`config.mk`:
```
export PLATFORM = sky130hd
export DESIGN_NAME = frog_game_ctrl
export DESIGN_NICKNAME = d
export VERILOG_FILES = /design/src/rtl/frog_game_ctrl.sv
export SDC_FILE = /design/constraint.sdc
export NUM_CORES = 1
export LEC_CHECK = 0
export CAP_MARGIN = 15
export CORE_MARGIN = 2
export CORE_UTILIZATION = 40
export CTS_BUF_LIST = sky130_fd_sc_hd__clkbuf_4 sky130_fd_sc_hd__clkbuf_8 sky130_fd_sc_hd__clkbuf_16
export CTS_CLUSTER_DIAMETER = 200
export DETAILED_ROUTE_END_ITERATION = 12
export SYNTH_ARGS = -nofsm -noshare
export SYNTH_HDL_FRONTEND = slang
export SYNTH_SLANG_ARGS = --single-unit
export TNS_END_PERCENT = 20
```
`constraint.sdc`:
```
create_clock -name clk -period 10.95 [get_ports clk]
set_clock_uncertainty 0.1 [all_clocks]
set_input_delay 2.7375 -clock clk [delete_from_list [all_inputs] [get_ports clk]]
set_output_delay 2.7375 -clock clk [all_outputs]
set_load 0.02 [all_outputs]
```
`src/rtl/frog_game_ctrl.sv`:
```
// Frog game control: per-frame collision test of the frog against five cars,
// lives/score bookkeeping and the NEWGAME/INGAME/NEWLIFE/DONE state machine.
module frog_game_ctrl #(
    parameter int FROG_HALF      = 10,
    parameter int CAR_LEN        = 50,
    parameter int LANE_Y0        = 30,
    parameter int LANE_Y1        = 80,
    parameter int LANE_Y2        = 140,
    parameter int LANE_Y3        = 200,
    parameter int LANE_Y4        = 300,
    parameter int LANE_H         = 20,
    parameter int GOAL_Y         = 20,
    parameter int START_LIVES    = 3,
    parameter int RESPAWN_FRAMES = 30,
    parameter int WIN_SCORE      = 9
) (
    input  logic        clk,
    input  logic        reset,
    input  logic        frame_tick,
    input  logic        start,
    input  logic        ack,
    input  logic [9:0]  frog_x,
    input  logic [9:0]  frog_y,
    input  logic [49:0] car_x,
    output logic [3:0]  state,
    output logic [1:0]  lives,
    output logic [3:0]  score,
    output logic        hit,
    output logic        respawn,
    output logic        win
);

    typedef enum logic [3:0] {
        NEWGAME = 4'b0001,
        INGAME  = 4'b0010,
        NEWLIFE = 4'b0100,
        DONE    = 4'b1000
    } state_t;

    localparam int CNT_W = $clog2(RESPAWN_FRAMES + 1);

    localparam logic [10:0]      HALF      = 11'(FROG_HALF);
    localparam logic [10:0]      CLEN      = 11'(CAR_LEN);
    localparam logic [10:0]      LHEIGHT   = 11'(LANE_H);
    localparam logic [10:0]      GOAL      = 11'(GOAL_Y);
    localparam logic [1:0]       LIVES_INIT = 2'(START_LIVES);
    localparam logic [3:0]       SCORE_MAX = 4'(WIN_SCORE);
    localparam logic [CNT_W-1:0] CNT_LAST  = CNT_W'(RESPAWN_FRAMES - 1);

    state_t           cur_state;
    logic [CNT_W-1:0] frame_cnt;

    logic [10:0] fx_lo, fx_hi, fy_lo, fy_hi;
    logic        collide;
    logic        at_goal;

    function automatic logic [10:0] lane_y(input int n);
        case (n)
            0:       return 11'(LANE_Y0);
            1:       return 11'(LANE_Y1);
            2:       return 11'(LANE_Y2);
            3:       return 11'(LANE_Y3);
            default: return 11'(LANE_Y4);
        endcase
    endfunction

    assign state = cur_state;

    // Frog bounding box in 11-bit unsigned; lower edges clamp at 0 instead of wrapping.
    always_comb begin
        fx_hi = {1'b0, frog_x} + HALF;
        fy_hi = {1'b0, frog_y} + HALF;
        fx_lo = ({1'b0, frog_x} < HALF) ? 11'd0 : {1'b0, frog_x} - HALF;
        fy_lo = ({1'b0, frog_y} < HALF) ? 11'd0 : {1'b0, frog_y} - HALF;
    end

    // Closed-interval overlap test of the frog box against each car, ORed over lanes.
    always_comb begin
        logic [10:0] car;
        logic [10:0] ly;
        // NOTE: every variable assigned here gets a default first, so no path leaves it
        // holding its old value and no latch is inferred.
        collide = 1'b0;
        car     = '0;
        ly      = '0;
        for (int n = 0; n < 5; n++) begin
            car = {1'b0, car_x[10*n +: 10]};
            ly  = lane_y(n);
            if ((fy_hi >= ly) && (fy_lo <= ly + LHEIGHT) &&
                (fx_hi >= car) && (fx_lo <= car + CLEN))
                collide = 1'b1;
        end
    end

    assign at_goal = ({1'b0, frog_y} <= GOAL);

    // Game state machine with registered outputs; all game changes happen on frame ticks.
    always_ff @(posedge clk) begin
        // NOTE: sequential state uses non-blocking assignments so every register samples
        // the pre-edge values, independent of statement order.
        if (reset) begin
            cur_state <= NEWGAME;
            lives     <= LIVES_INIT;
            score     <= '0;
            hit       <= 1'b0;
            respawn   <= 1'b0;
            win       <= 1'b0;
            frame_cnt <= '0;
        end else begin
            hit     <= 1'b0;
            respawn <= 1'b0;
            case (cur_state)
                NEWGAME: begin
                    lives <= LIVES_INIT;
                    score <= '0;
                    win   <= 1'b0;
                    if (frame_tick && start) begin
                        cur_state <= INGAME;
                        respawn   <= 1'b1;
                    end
                end
                INGAME: begin
                    if (frame_tick) begin
                        if (collide) begin
                            // Collision beats the goal check; score is left alone.
                            hit <= 1'b1;
                            if (lives <= 2'd1) begin
                                lives     <= 2'd0;
                                win       <= 1'b0;
                                cur_state <= DONE;
                            end else begin
                                lives     <= lives - 2'd1;
                                frame_cnt <= '0;
                                cur_state <= NEWLIFE;
                            end
                        end else if (at_goal && (score < SCORE_MAX)) begin
                            score   <= score + 4'd1;
                            respawn <= 1'b1;
                            if (score + 4'd1 == SCORE_MAX) begin
                                win       <= 1'b1;
                                cur_state <= DONE;
                            end
                        end
                    end
                end
                NEWLIFE: begin
                    if (frame_tick) begin
                        if (frame_cnt == CNT_LAST) begin
                            frame_cnt <= '0;
                            respawn   <= 1'b1;
                            cur_state <= INGAME;
                        end else begin
                            frame_cnt <= frame_cnt + 1'b1;
                        end
                    end
                end
                DONE: begin
                    if (frame_tick && ack)
                        cur_state <= NEWGAME;
                end
                default: cur_state <= NEWGAME;
            endcase
        end
    end

endmodule

```
==> metrics.txt, run 1 <==
P_int between 200 and 300 uW; cell count of the worst hold path 2; most frequent cell after synthesis ha_1; Pins Over Slew Limit 0; share of the synthesized area in the top cell type 25.0%; row cnt 42; synth unique cells 80; post-synthesis mux area share less than 1%; Remaining Overflow, GRT 0; die height between 100 and 150 um; CTS tree yes; Worst path depth 16; CP Class primary input to register; Filler Cell Count approximately 1,400; largest net degree at the start of global routing 24; CTS buffer count 3; largest family of logic cells by synthesized area compound AO/OA/AOI/OAI gates; first-pass GRT wire length around 28,000 um; Die W 121 um; register area share after synthesis around 6.5%; Most used DFF post-synth dfxtp_1; yosys synthesis warning count 0; htree depth 1; Synth area leaders ha_1 (25%), xnor2_1 (7.5%), dfxtp_1 (6.5%); post-synth top area cell ha_1; CP peak stage delay approximately 0.83 ns; Buf/Inv on CP 2; post-synthesis async set-or-reset flop share 0%; Core Footprint ~13,000 sq um; HP Class register to register; TNS Setup 0 ns; Final Hold Fails 0; power share of the clock group between 10% and 20%; PortBufs 87; status finished clean; Die ar. between 10,000 and 15,000 sq um; Yosys reg bits 18; Critical Path RT 10.97 ns; Post-Synthesis Cells 741; setup violators final 0; CP max-delay cell nor3b_1; clock-pin slew on the worst setup and hold paths 0.05 ns; aggregate routed wire length between 15,000 and 20,000 um; Synth-to-Final Area Change 19.8%; startpoint types primary input; Final Critical Period roughly 7.2 ns; DR DRC count 0; Worst-Margin Slew between 0.9 and 1 ns; pwr dens 70.2 nW/um^2; Pleak 0.00285 uW; Net Sw Power between 200 and 250 uW; clock root cell clkbuf_16; Critical Path AT between 7 and 8 ns; share of layout cells above drive strength 1 approximately 3.8%; initial drt markers about 540; area of the multi-input gates roughly 4800 sq um; clock sinks 18; Routed Antenna Nets 0; Reg area approximately 360 sq um; synthesized area 5510 sq um; XOR/XNOR share of the synthesized area ~8.6%; Ant. Diodes 0; RePlAce Congestion ~0.9; Resize count post-CTS 0; number of vias per cell around 6; worst-path maximum fanout 6; Post-CTS Setup Inserts 0; EDFF count, synth 0; VDD IR max between 0.06 and 0.07 mV; drt wl/cell roughly 18 um; post-synthesis compound-gate area fraction between 20 and 30%; Final WS setup roughly 3.8 ns; final worst path period share roughly two thirds; worst r2r path cells 6; top cells by count, synth ha_1 (110), inv_1 (68), a21oi_1 (50); Max Fclk between 100 and 150 MHz; Max-Cap Viols 0; dpl ws about 3.5 ns; sw frac between 40 and 50%; delay-heaviest family, CP simple AND/OR/NAND/NOR gates; Post-Synth Adder-Cell Area around 25%; sequential share of power between 15 and 20%; HPWL Detailed ~14,000 um; clock latency on the worst-skew pair approximately 0.25 ns; Layout Nets just under 1,000; vias in the first global route 5,750; Mean Syn Cell Area around 7.4 sq um; initial antenna violation count 0; drt first pass iters 5; syn_nets 926; GRT Total Usage 23.4%; Critical Path, Cell by Cell clkdlybuf4s50_1 > inv_1 > ha_1 > nand2b_1 > nand2_1 > nor3b_1 > ha_1 > nand4_1 > nor3_1 > a21oi_1 > maj3_1 > o21a_1 > a211oi_1 > nor3_1 > a21oi_1 > o211ai_1; I/O pin cnt between 80 and 90; max_slew headroom 33.4%; post-synthesis simple-gate area fraction 24.0%; Initial Utilization ~41%; RSZ-0062 raised after global routing no; hold buffer count at cts 0; clock buffer depth 2; CP endpoint kind register; via count just under 6,000; Comb power frac between 60% and 70%
final cells by class:
class                   count  share of cell area [%]
multi-input cells         628                    72.3
clock buffers               4                    1.35
repair buffers             91                    13.6
flip-flops and latches     18                    5.46
well taps                 176                    3.34
inverters                  68                    3.87
path summary, 6_finish.rpt:
check	from	slack, ns	to
setup / recovery	frog_x[1]	3.78	lives[0]
hold / removal	win	0.42	win
setup reg to reg	state[2]	8.67	score[3]
hold reg to reg	win	0.42	win
flip-flops by register name (all words and copies together), names as in the netlist:
register / cells
lives: 2
frame_cnt: 5
win: 1
score: 4
respawn: 1
hit: 1
state: 4
per-stage QoR:
stage	utilization (%)	hold slack [ns]	cells	total power, uW	cell area, sq um
after floorplan	-	0.398	741	275	5510
after global placement	48.8	0.401	981	370	6510
after detailed placement	48.8	0.413	981	380	6510
after CTS	49.4	0.425	985	463	6600
after global routing	49.4	0.459	985	505	6600
final	49.4	0.423	985	463	6600
layout by cell type (no fill, tap or decap), types with 12 or more instances in the layout:
| master | synthesis | final |
|---|---|---|
| nor3_1 | 21 | 21 |
| or3_1 | 12 | 12 |
| nand2_1 | 42 | 42 |
| nand3_1 | 31 | 31 |
| clkdlybuf4s50_1 | 0 | 87 |
| nor2_1 | 36 | 36 |
| ha_1 | 110 | 110 |
| dfxtp_1 | 18 | 18 |
| a21o_1 | 25 | 25 |
| nor2b_1 | 14 | 14 |
| o21ai_0 | 38 | 38 |
| a21oi_1 | 50 | 50 |
| nand4_1 | 19 | 19 |
| xnor2_1 | 47 | 47 |
| nand2b_1 | 13 | 13 |
| inv_1 | 68 | 68 |
tightest hold or removal path: stages (launching register included):
cell and delay [ns]:
dfxtp_1 0.33, o21ai_0 0.08, a2111oi_1 0.08
kinds of logic (layout without fill, tap and decap cells):
kind of cell / Yosys count / after routing
AOI/OAI and AO/OA: 220 / 220
muxes: 4 / 4
buffers and inverters: 95 / 163
adders and majority gates: 112 / 112
DFF: 18 / 18
and+or+nand+nor: 238 / 238
xor gates and xnor gates: 54 / 54
power groups by stage:
| stage | clock network (uW) | registers, uW | logic [uW] |
|---|---|---|---|
| 5_1_grt | 84.7 | 74.3 | 346 |
| 3_3_place_gp | 0 | 75.0 | 295 |
| 3_5_place_dp | 0 | 75.0 | 305 |
| 2_1_floorplan | 0 | 78.9 | 196 |
| 4_1_cts | 82.6 | 73.6 | 307 |
| 6_report | 81.2 | 73.6 | 309 |
metal layers:
metal  share of wire [%]  wire [um]  GRT usage [%]  up-vias
met5                   0          0              0        -
met4                 3.4        588           7.76        0
met3                 4.7        806           2.07       31
met2                  47       8160           41.3      169
met1                  45       7710           29.9     2746
li1                    -          -              -     2918
Power figures use the tool's default switching activity.
==> run 2, diff against run 1 <==
Clock period 10.95 ns to 6.4 ns, I/O delays scaled along.
==> run 2 against run 1 <==
  * Critical path depth grew 1
  * Sequential share of layout area shrank 0.099 points
  * Via count grew 0.55%
  * Cell area grew 1.8%
  * Global-route usage shrank 0.24 points
  * Flip-flop and latch count is the same
  * Utilization grew 0.91 points
  * First-iteration DRC count shrank 1.3%
  * Count of clock-buffer cells in the layout is the same
  * Non-clock buffer count grew 17
  * Clock power grew 71%
  * Register-to-register slack lost 4.5 ns
  * Highest routed layer unchanged
==> metrics.txt, run 2 (same netlist as run 1, synthesis figures left out) <==
clock buffer depth 2; GRT Total Usage between 20% and 30%; reg2reg setup slack approximately 4.1 ns; clock-pin slew on the worst setup and hold paths 0.06 ns; clock latency on the worst-skew pair between 0.2 and 0.3 ns; max FFs per register 5; Post-CTS Setup Inserts 0; via count 5,896; row cnt 42; I/O pin cnt 88; Final Critical Period 5.78 ns; RSZ-0062 raised after global routing no; HP Class register to register; Final Hold Fails 0; drt first pass iters 5; Core Footprint ~13,000 sq um; Buf/Inv on CP 2; CP max-delay cell clkdlybuf4s50_1; clock root cell clkbuf_16; Most flops, register frame_cnt; Total Power about 800 uW; worst r2r src state[2]; commonest cells after routing, fill and taps aside ha_1 (110), clkdlybuf4s50_1 (87), inv_1 (68); vias in the first global route just under 6,000; cell count of the worst hold path 2; HPWL Detailed about 14,000 um; CTS tree yes; setup violators final 0; Critical Path, Cell by Cell clkdlybuf4s50_1 > inv_1 > ha_1 > nand2b_1 > nand2_1 > nor2_1 > nor2_1 > ha_1 > a21o_1 > a21o_1 > a21oi_1 > a22oi_1 > o21a_1 > a211oi_1 > nor3_1 > a21oi_1 > a31oi_1; initial antenna violation count 0; Ant. Diodes 0; Layout Nets ~1,000; aggregate routed wire length approximately 17,000 um; Hold EP lives[1]; Pleak 0.00293 uW; final core utilization roughly half; worst r2r path cells 6; Die ar. ~15,000 sq um; die height 121 um; drt wl/cell between 15 and 20 um; largest net degree at the start of global routing 20; Resize count post-CTS 0; Initial Utilization around two fifths; Max Fclk approximately 170 MHz; share of layout cells above drive strength 1 5.69%; htree depth 1; startpoint types primary input; CP Class primary input to register; Worst R2R End score[3]; TNS Setup 0 ns; VDD IR max roughly 0.083 mV; Critical Path AT roughly 5.8 ns; Die W roughly 120 um; clock sinks 18; status finished clean; RePlAce Congestion 0.906; hold buffer count at cts 0; PortBufs 87; initial drt markers approximately 540; Routed Antenna Nets 0; pwr dens roughly 120 nW/um^2; commonest non-fill, non-tap cell in the layout ha_1; worst-path maximum fanout 6; final worst path period share between 90% and 100%; Remaining Overflow, GRT 0; Synth-to-Final Area Change 22.0%; Max-Cap Viols 0; CP endpoint kind register; Critical Path RT 6.43 ns; delay-heaviest family, CP compound AO/OA/AOI/OAI gates; Pins Over Slew Limit 0; Worst-Margin Slew about 0.81 ns; Filler Cell Count ~1,300; CTS buffer count 3; CP peak stage delay 0.58 ns; first-pass GRT wire length between 20,000 and 30,000 um; DR DRC count 0; number of vias per cell between 5 and 6; max_slew headroom between 40% and 50%; Hold Crit Start lives[0]
run 2: changes by cell type in the layout (fill, tap and decap cells not counted), sizes merged:
cell,change
buf,+17
run 2: where the power goes:
| group | internal (uW) | leakage, uW | total [uW] | switching, uW |
|---|---|---|---|---|
| clock network | 95.2 | 0.0000442 | 139 | 44.1 |
| registers | 119 | 0.000146 | 126 | 7.43 |
| logic | 239 | 0.00274 | 538 | 300 |
| total | 452 | 0.00293 | 804 | 351 |
run 2: worst max-delay path by stage:
| stage | start | to | slack (ns) | depth (start not counted) |
|---|---|---|---|---|
| 3_5_place_dp | frog_x[1] | lives[1] | 0.42 | 17 |
| 4_1_cts | frog_x[1] | lives[1] | 0.68 | 17 |
| 5_1_grt | frog_x[1] | win | 0.30 | 17 |
| 6_report | frog_x[1] | lives[1] | 0.62 | 17 |
| 3_3_place_gp | frog_x[1] | lives[1] | 0.55 | 17 |
| 2_1_floorplan | frog_x[1] | frame_cnt[3] | 1.50 | 15 |
run 2: per-layer routing:
metal | part of all wire, % | GRT usage (%) | vias up
met2 | 47 | 40.7 | 172
li1 | - | - | 2959
met3 | 4.0 | 1.64 | 38
met1 | 46 | 29.6 | 2727
met5 | 0 | 0 | -
met4 | 3.8 | 8.55 | 0
run 2: final cells by class:
cell class                      instances  area (sq um)  area share (%)
Clock buffer                            4          88.8            1.32
Inverter                               68           255            3.80
Multi-Input combinational cell        628          4770            70.9
Sequential cell                        18           360            5.36
Tap cell                              176           220            3.28
Timing Repair Buffer                  108          1030            15.3
run 2: worst register-to-register path, cell delays in order, from the launching register on:
cell	delay, ns
dfxtp_1	0.36
nor4b_1	0.31
buf_4	0.22
nand2_1	0.14
nor4_2	0.63
nor2_1	0.12
a31o_2	0.27
run 2: metrics by stage:
step                      setup WS, ns  hold WS (ns)  std cells  cell area, sq um
after floorplan                   1.50         0.398        741              5510
after global placement           0.553         0.408        998              6630
after detailed placement         0.422         0.416        998              6630
after CTS                        0.676         0.427       1002              6720
after global routing             0.305         0.455       1002              6720
final                            0.617         0.436       1002              6720
==> run 3, diff against run 2 <==
Settings changed: CTS_CLUSTER_DIAMETER 200 to not set.
==> results of run 3 <==
The final DEF is identical to that of run 2; final timing and power are the same.
